$ cat config.mk
export PLATFORM = sky130hd
export DESIGN_NAME = alu_op_sequencer
export DESIGN_NICKNAME = d
export VERILOG_FILES = /design/src/rtl/alu_seq_pkg.sv /design/src/rtl/alu_seq_iter_mul.sv /design/src/rtl/alu_op_sequencer.sv
export SDC_FILE = /design/constraint.sdc
export NUM_CORES = 1
export LEC_CHECK = 0
export ABC_AREA = 1
export ABC_CLOCK_PERIOD_IN_PS = 1200
export CAP_MARGIN = 20
export CELL_PAD_IN_SITES_DETAIL_PLACEMENT = 1
export CELL_PAD_IN_SITES_GLOBAL_PLACEMENT = 1
export CORE_ASPECT_RATIO = 1.2
export CORE_MARGIN = 2
export CORE_UTILIZATION = 41
export DETAILED_ROUTE_END_ITERATION = 7
export DONT_BUFFER_PORTS = 1
export PLACE_DENSITY_LB_ADDON = 0.1
export REMOVE_ABC_BUFFERS = 1
export SLEW_MARGIN = 10
export SYNTH_ARGS = -nofsm -noshare
export SYNTH_HDL_FRONTEND = slang
export SYNTH_SLANG_ARGS = --single-unit
$ cat constraint.sdc
create_clock -name clk -period 1.2 [get_ports clk]
set_input_delay 0.18 -clock clk [delete_from_list [all_inputs] [get_ports clk]]
set_output_delay 0.18 -clock clk [all_outputs]
set_load 0.02 [all_outputs]
$ cat src/rtl/alu_seq_pkg.sv
// Shared types and constants for the ALU operation sequencer: opcodes,
// one-hot ALU select encodings, FSM state codes and the opcode decoder.
package alu_seq_pkg;

  // Opcode as it arrives on in_op and leaves on out_op.
  typedef enum logic [2:0] {
    OP_ADD  = 3'd0,
    OP_NEGA = 3'd1,
    OP_NEGB = 3'd2,
    OP_SUB  = 3'd3,
    OP_MUL  = 3'd4,
    OP_AND  = 3'd5,
    OP_OR   = 3'd6,
    OP_XOR  = 3'd7
  } opcode_t;

  // One-hot select lines of the combinational ALU (MSB = ADD).
  localparam logic [7:0] SEL_NONE = 8'h00;
  localparam logic [7:0] SEL_ADD  = 8'h80;
  localparam logic [7:0] SEL_NEGA = 8'h40;
  localparam logic [7:0] SEL_NEGB = 8'h20;
  localparam logic [7:0] SEL_SUB  = 8'h10;
  localparam logic [7:0] SEL_MUL  = 8'h08;
  localparam logic [7:0] SEL_AND  = 8'h04;
  localparam logic [7:0] SEL_OR   = 8'h02;
  localparam logic [7:0] SEL_XOR  = 8'h01;

  // FSM state codes. ST_MUL_ITER is only reachable in the iterative build.
  typedef logic [1:0] state_t;
  localparam state_t ST_IDLE     = 2'd0;
  localparam state_t ST_EXEC     = 2'd1;
  localparam state_t ST_MUL_ITER = 2'd2;
  localparam state_t ST_DONE     = 2'd3;

  // Map an opcode to the ALU one-hot select.
  function automatic logic [7:0] op_to_sel(input opcode_t op);
    logic [7:0] sel;
    case (op)
      OP_ADD:  sel = SEL_ADD;
      OP_NEGA: sel = SEL_NEGA;
      OP_NEGB: sel = SEL_NEGB;
      OP_SUB:  sel = SEL_SUB;
      OP_MUL:  sel = SEL_MUL;
      OP_AND:  sel = SEL_AND;
      OP_OR:   sel = SEL_OR;
      OP_XOR:  sel = SEL_XOR;
      default: sel = SEL_NONE;
    endcase
    return sel;
  endfunction

endpackage

$ cat src/rtl/alu_seq_iter_mul.sv
// Shift-add multiplier used by alu_op_sequencer when ITER_MUL_EN is defined.
// One partial product per cycle over DATA_W cycles. 'start' clears the
// accumulator and counter; 'done' flags the last cycle, during which
// 'result' already includes the final partial product.
module alu_seq_iter_mul #(
  parameter  int DATA_W = 4,
  localparam int RES_W  = 2 * DATA_W
) (
  input  logic              clk,
  input  logic              rst_n,
  input  logic              start,
  input  logic              active,
  input  logic [DATA_W-1:0] a,
  input  logic [DATA_W-1:0] b,
  output logic              done,
  output logic [RES_W-1:0]  result
);

  localparam int              CNT_W    = (DATA_W > 1) ? $clog2(DATA_W) : 1;
  localparam logic [CNT_W-1:0] CNT_LAST = CNT_W'(DATA_W - 1);

  logic [CNT_W-1:0] cnt_q, cnt_d;
  logic [RES_W-1:0] acc_q, acc_d;
  logic [RES_W-1:0] partial;

  // Partial product for the current bit of b, and the running sum including it.
  always_comb begin
    partial = b[cnt_q] ? (RES_W'(a) << cnt_q) : '0;
    result  = acc_q + partial;
    done    = active && (cnt_q == CNT_LAST);
  end

  // Accumulator/counter next-state: clear on start, step while active.
  always_comb begin
    // NOTE: every output of a combinational block gets a default first so
    // no path leaves it unassigned, which would infer a latch.
    acc_d = acc_q;
    cnt_d = cnt_q;
    if (start) begin
      acc_d = '0;
      cnt_d = '0;
    end else if (active) begin
      if (cnt_q == CNT_LAST) begin
        cnt_d = '0;
      end else begin
        acc_d = result;
        cnt_d = cnt_q + 1'b1;
      end
    end
  end

  // Accumulator and counter registers.
  always_ff @(posedge clk or negedge rst_n) begin
    if (!rst_n) begin
      acc_q <= '0;
      cnt_q <= '0;
    end else begin
      // NOTE: state registers use non-blocking assignments so every flop
      // samples the pre-edge values regardless of statement order.
      acc_q <= acc_d;
      cnt_q <= cnt_d;
    end
  end

endmodule

$ cat src/rtl/alu_op_sequencer.sv
// Request/response controller in front of the combinational ALU datapath.
// Accepts one op per in_valid/in_ready handshake, holds the operands on
// alu_a/alu_b, pulses the one-hot alu_sel for the single EXEC cycle,
// registers the ALU result and offers it on out_valid/out_ready.
// Optional build macro ITER_MUL_EN: MUL is computed by an internal
// shift-add unit over DATA_W cycles instead of the ALU multiplier.
module alu_op_sequencer
  import alu_seq_pkg::*;
#(
  parameter  int DATA_W = 4,
  localparam int RES_W  = 2 * DATA_W
) (
  input  logic              clk,
  input  logic              rst_n,
  input  logic              in_valid,
  output logic              in_ready,
  input  logic [2:0]        in_op,
  input  logic [DATA_W-1:0] in_a,
  input  logic [DATA_W-1:0] in_b,
  output logic              out_valid,
  input  logic              out_ready,
  output logic [RES_W-1:0]  out_result,
  output logic [2:0]        out_op,
  output logic [DATA_W-1:0] alu_a,
  output logic [DATA_W-1:0] alu_b,
  output logic [7:0]        alu_sel,
  input  logic [RES_W-1:0]  alu_result,
  output logic              busy
);

  state_t            state_q, state_d;
  opcode_t           op_q, op_d;
  logic [DATA_W-1:0] a_q, a_d;
  logic [DATA_W-1:0] b_q, b_d;
  logic              out_valid_q, out_valid_d;
  logic [RES_W-1:0]  out_result_q, out_result_d;
  opcode_t           out_op_q, out_op_d;

  logic              accept;
  state_t            entry_state;

`ifdef ITER_MUL_EN
  logic              mul_start;
  logic              mul_active;
  logic              mul_done;
  logic [RES_W-1:0]  mul_result;

  // Iterative multiplier starts on the accepting edge of a MUL.
  always_comb begin
    mul_start  = accept && (in_op == OP_MUL);
    mul_active = (state_q == ST_MUL_ITER);
  end

  alu_seq_iter_mul #(
    .DATA_W (DATA_W)
  ) u_iter_mul (
    .clk    (clk),
    .rst_n  (rst_n),
    .start  (mul_start),
    .active (mul_active),
    .a      (a_q),
    .b      (b_q),
    .done   (mul_done),
    .result (mul_result)
  );
`endif

  // Handshake: a new op is taken when idle, or when the pending result is
  // consumed on the same edge, giving one op every two cycles.
  always_comb begin
    in_ready = (state_q == ST_IDLE) || ((state_q == ST_DONE) && out_ready);
    accept   = in_valid && in_ready;
  end

  // State entered from an accepted request.
  always_comb begin
`ifdef ITER_MUL_EN
    entry_state = (in_op == OP_MUL) ? ST_MUL_ITER : ST_EXEC;
`else
    entry_state = ST_EXEC;
`endif
  end

  // Main FSM and datapath register next-state logic.
  always_comb begin
    state_d      = state_q;
    op_d         = op_q;
    a_d          = a_q;
    b_d          = b_q;
    out_valid_d  = out_valid_q;
    out_result_d = out_result_q;
    out_op_d     = out_op_q;

    case (state_q)
      ST_IDLE: begin
        if (accept) begin
          op_d    = opcode_t'(in_op);
          a_d     = in_a;
          b_d     = in_b;
          state_d = entry_state;
        end
      end

      ST_EXEC: begin
        // ALU output is taken verbatim; the controller does not interpret it.
        out_result_d = alu_result;
        out_op_d     = op_q;
        out_valid_d  = 1'b1;
        state_d      = ST_DONE;
      end

`ifdef ITER_MUL_EN
      ST_MUL_ITER: begin
        if (mul_done) begin
          out_result_d = mul_result;
          out_op_d     = op_q;
          out_valid_d  = 1'b1;
          state_d      = ST_DONE;
        end
      end
`endif

      ST_DONE: begin
        // Result and opcode stay frozen until the consumer takes them.
        if (out_ready) begin
          out_valid_d = 1'b0;
          if (accept) begin
            op_d    = opcode_t'(in_op);
            a_d     = in_a;
            b_d     = in_b;
            state_d = entry_state;
          end else begin
            state_d = ST_IDLE;
          end
        end
      end

      default: begin
        out_valid_d = 1'b0;
        state_d     = ST_IDLE;
      end
    endcase
  end

  // Controller registers; reset discards any in-flight op or pending result.
  always_ff @(posedge clk or negedge rst_n) begin
    if (!rst_n) begin
      // NOTE: operand and result registers are reset too, so alu_a/alu_b and
      // out_result present known values straight out of reset.
      state_q      <= ST_IDLE;
      op_q         <= OP_ADD;
      a_q          <= '0;
      b_q          <= '0;
      out_valid_q  <= 1'b0;
      out_result_q <= '0;
      out_op_q     <= OP_ADD;
    end else begin
      state_q      <= state_d;
      op_q         <= op_d;
      a_q          <= a_d;
      b_q          <= b_d;
      out_valid_q  <= out_valid_d;
      out_result_q <= out_result_d;
      out_op_q     <= out_op_d;
    end
  end

  // Output drive: operands straight from flops; select only during EXEC.
  always_comb begin
    alu_a      = a_q;
    alu_b      = b_q;
    alu_sel    = (state_q == ST_EXEC) ? op_to_sel(op_q) : SEL_NONE;
    out_valid  = out_valid_q;
    out_result = out_result_q;
    out_op     = out_op_q;
    busy       = (state_q != ST_IDLE);
  end

endmodule
-- Word-level counts from Yosys, hierarchy flattened
Memories as Yosys holds them, arrays and structs flattened.
Cells that the tools add are included.
- eq/ne operators: 4
- multiplexer cells: 16
- bitwise gates (word level): 1
- reduce and logical (&&, ||, !) cells: 9
- operators by type and width (cell ; count):
    2-to-1 mux 4 bit ; 4
    one-hot mux 4 bit (2 select lines) ; 2
    2-to-1 mux 8 bit ; 1
    2-to-1 mux 3 bit ; 2
    one-hot mux 2 bit (3 select lines) ; 1
    one-hot mux 3 bit (2 select lines) ; 1
    AND reduction 2 bit ; 3
    2-to-1 mux 2 bit ; 2
    != test 2 bit, second input constant ; 2
    nonzero test 2 bit ; 2
    one-hot mux 1 bit (3 select lines) ; 1
    == test 2 x 1 -> 1 bit, second input constant ; 1
    == test 2 bit, second input constant ; 1
    logical AND 1 bit ; 2
    logical NOT 2 bit ; 1
    2-to-1 mux 1 bit ; 2
    logical OR 1 bit ; 1
    inverter 1 bit ; 1
- bits in registers: 25
- bits in read-only memories: 64
- input port bits: 23
- output and inout port bits: 30
- memories kept: 1
- memories (memory ; words ; bits a word ; read ports ; clocked after Yosys merged registers in ; write ports ; RTL line ; text):
    (name not given) ; 8 ; 8 ; 1 ; 0 ; 0 ; alu_seq_pkg.sv:38 ; case (op)

-- Longest topological paths before layout
- word-level depth: 7
- depth in mapped cells: 6

-- Least setup slack after synthesis
Ideal clock, no wire load.
- path kind: register to output
- start: reg state_q[1]
- end: out alu_sel[4]
- data arrival time: 1112 ps
- data required time: 1020 ps
- slack: -92 ps
- stages on the path, launching flop included: 5
- path buffers: 0
- path through: dfrtp_1 inv_1 nand2_2 or2_1 nor2_1
- cells in the longest elaborated chain, start to end: 2
- RTL lines (item ; RTL line ; text):
    start: declaration ; alu_op_sequencer.sv:31 ; state_t state_q, state_d;
    start signal: assignment ; alu_op_sequencer.sv:158 ; state_q <= state_d;
    == test 2 x 1 -> 1 bit ; alu_op_sequencer.sv:172 ; alu_sel = (state_q == ST_EXEC) ? op_to_sel(op_q) : SEL_NONE;
    2-to-1 mux 8 bit ; alu_op_sequencer.sv:172 ;
    end: declaration ; alu_op_sequencer.sv:26 ; output logic [7:0] alu_sel,
No other way between the ends.

-- Final worst setup path
Ends and elaborated chain as after synthesis.

==> summary.md <==
| Metric | Value |
|---|---|
| H-tree Lvls | 1 |
| Antenna violations before repair | 0 |
| Post-layout nets | 196 |
| Worst hold-check slack | 0.0190 ns |
| Max-slew violation count | 0 |
| DR WL/cell | 19.7 um |
| Synth Area in Compound Gates | 2.85% |
| Final hold vios | 0 |
| Initial DRT Pass Iterations | 4 |
| Dpl cells | 173 |
| Top Ports | 53 |
| Placed instance area | 0.00121 sq mm |
| Mux cell area share after synthesis | 0% |
| Core ar. | 0.00250 sq mm |
| Post-layout util | 66.9% |
| Final WS setup | -0.395 ns |
| Slew margin rel. | 80.7% |
| Tightest Hold Check Type | in -> reg |
| Setup CP Type | reg -> out |
| Routed WL | 4040 um |
| Antenna cells | 0 |
| Clock-pin slew on the worst setup and hold paths | 0.15 ns |
| Worst setup startpoint | state_q[1] |
| CTS Buf Count | 3 |
| CTS root buffer | clkbuf_4 |
| Global Route met3 Usage | 5.05% |
| Number of global-route vias before repair | 1216 |
| Max clock buf depth | 2 |
| Reg-to-Reg Start | state_q[1] |
| Synth Area in XOR/XNOR | 0% |
| Synth cell types | 13 |
| Placer Congestion | 0.654 |
| Die Width | 50.3 um |
| Final clock period utilization by the worst path | 133% |
| FF-to-FF setup slack | 0 ns |
| Layout cells sized above 1 | 30.2% |
| Post-Layout Cell Count | 205 |
| Adder-Cell Fraction of Synth Area | 0% |
| Yosys warns | 0 |
| Syn_area_per_cell | 8.31 sq um |
| Final setup vio count | 11 |
| Post-DP HPWL | 1940 um |
| DRC viols | 0 |
| IO Port Bufs | 0 |
| Hold Path Depth | 2 |
| Status | complete, but fails checks |
| Initial core utilization | 42.2% |
| Leakage | 0.827 nW |
| Final min period | 1.59 ns |
| Worst EP required | 1.02 ns |
| RSZ-0062 raised after global routing | true |
| Part of the Yosys area used for sequential elements | 59.3% |
| Max IR drop VDD | 1560 uV |
| Clock Skews | 0.0154 ns |
| Fill cells | 270 |
| Clk Latency, worst-skew pair | 0.34 ns |
| Post-route setup TNS | -3.54 ns |
| Max Cap Viol | 0 |
| Layout area overhead | 58.7% |
| Reg2reg end | out_op[0] |
| Die Ht | 59.6 um |
| Met2 Usage GRT | 52.3% |
| # clock sinks | 25 |
| # rows | 20 |
| Total track usage | 26.5% |
| Failing checks | setup timing |
| First DRT Iteration DRCs | 20 |
| Largest family of logic cells by synthesized area | simple AND/OR/NAND/NOR gates |
| Syn Inst Count | 127 |
| Synthesized cell area | 0.00105 sq mm |
| Synth Register Bits | 25 |
| Fmax achieved | 627 MHz |
| Fin area | 0.00167 sq mm |
| WHS Endpoint | op_q[0] |
| R2R cell count | 7 |
| CTS tree | yes |
| Crit Path Max Fanout | 4 |
| Startpoint types | flop |
| GRT busiest layer | met2 |
| First-pass GRT wire length | 5830 um |
| Met1 GRT Util | 27.7% |
| Post-route ant nets | 0 |
| Simple-Gate Fraction of Synth Area | 33.1% |
| Die area | 0.00300 sq mm |
| Crit. End Element | output pin |
| Drt via density | 5.39 |
| Cell Pwr Density | 2880 mW/mm^2 |
| Crit path DAT | 1.41 ns |
| Hold Startpoint | in_valid |
| GRT overflow | 0 |
| Vias | 1104 |
| Worst-margin pin slew | 0.290 ns |
| Largest net degree at the start of global routing | 26 |
## worst max-delay path, cell delays in order, from the launching register on
cell and delay, ns:
dfrtp_1 0.42, inv_2 0.08, nand2_4 0.05, or2_4 0.28, nor2_2 0.11, buf_6 0.13
## per-layer routing
layer,vias to the layer above,part of all wire (%)
li1,493,-
met1,558,35
met2,45,58
met3,8,5.9
met4,0,1.6
met5,-,0
## layout make-up
class / instances / area, sq um / area share (%)
multi-input combinational: 90 / 480 / 28.7
tap: 33 / 41.3 / 2.47
clock buffer: 4 / 26.3 / 1.57
sequential: 25 / 627 / 37.4
timing repair buffer: 46 / 463 / 27.7
inverter: 7 / 36.3 / 2.17
## sequential cells by signal, indices dropped and copies added (netlist names)
signal,cells
state_q,2
op_q,3
alu_b,4
out_op,3
out_result,8
out_valid,1
alu_a,4
## cells by family after synthesis
logic type | after synthesis
simple gates | 84
flops | 25
buf+inv | 12
compound gates | 6
## placed cells by master (no fill, tap or decap), drive strengths merged
master       synthesis  final
nand2               63     63
dfrtp               25     25
buf                  4     25
dlygate4sd3          0     21
nand4               11     11
nor2                 8      8
inv                  7      7
o21ai                5      5
clkbuf               1      4
a21oi                1      1
or2                  1      1
nand3                1      1
## cell usage after synthesis
cell      count  area [sq um]
nand2_1      62           233
dfrtp_1      25           626
nand4_1      11          68.8
nor2_1        8          30.0
inv_1         5          18.8
o21ai_0       5          25.0
buf_2         4          20.0
inv_2         2          7.51
a21oi_1       1          5.00
clkbuf_1      1          3.75
nand2_2       1          6.26
nand3_1       1          5.00
or2_1         1          6.26
## repair_timing
item	in CTS	in global routing
cloned	0	1
endpoints found under the hold margin	42	2
endpoints found under the setup margin	10	33
hold buffers	20	2
gates resized for setup	31	21
pin swaps	5	5
buffers inserted	8	3
## worst max-delay path by stage
stage / end
final: alu_sel[4]
after detailed placement: alu_sel[6]
after floorplan: alu_sel[4]
after CTS: alu_sel[6]
after global routing: alu_sel[1]
after global placement: alu_sel[7]
## report_power, final
part | total [mW] | switching [mW] | internal, mW | leakage, nW
logic | 2.39 | 1.39 | 0.994 | 0.507
clock network | 0.401 | 0.271 | 0.131 | 0.0150
registers | 2.03 | 0.778 | 1.25 | 0.305
total | 4.82 | 2.44 | 2.37 | 0.827
## metrics by stage
step                setup WS [ns]  power, mW
floorplan                  -0.179       2.81
finish                     -0.395       4.82
global route               -0.452       5.11
global placement           0.0199       3.38
CTS                        -0.383       4.45
detailed placement        -0.0490       3.47
(Power assumes the default switching activity.)
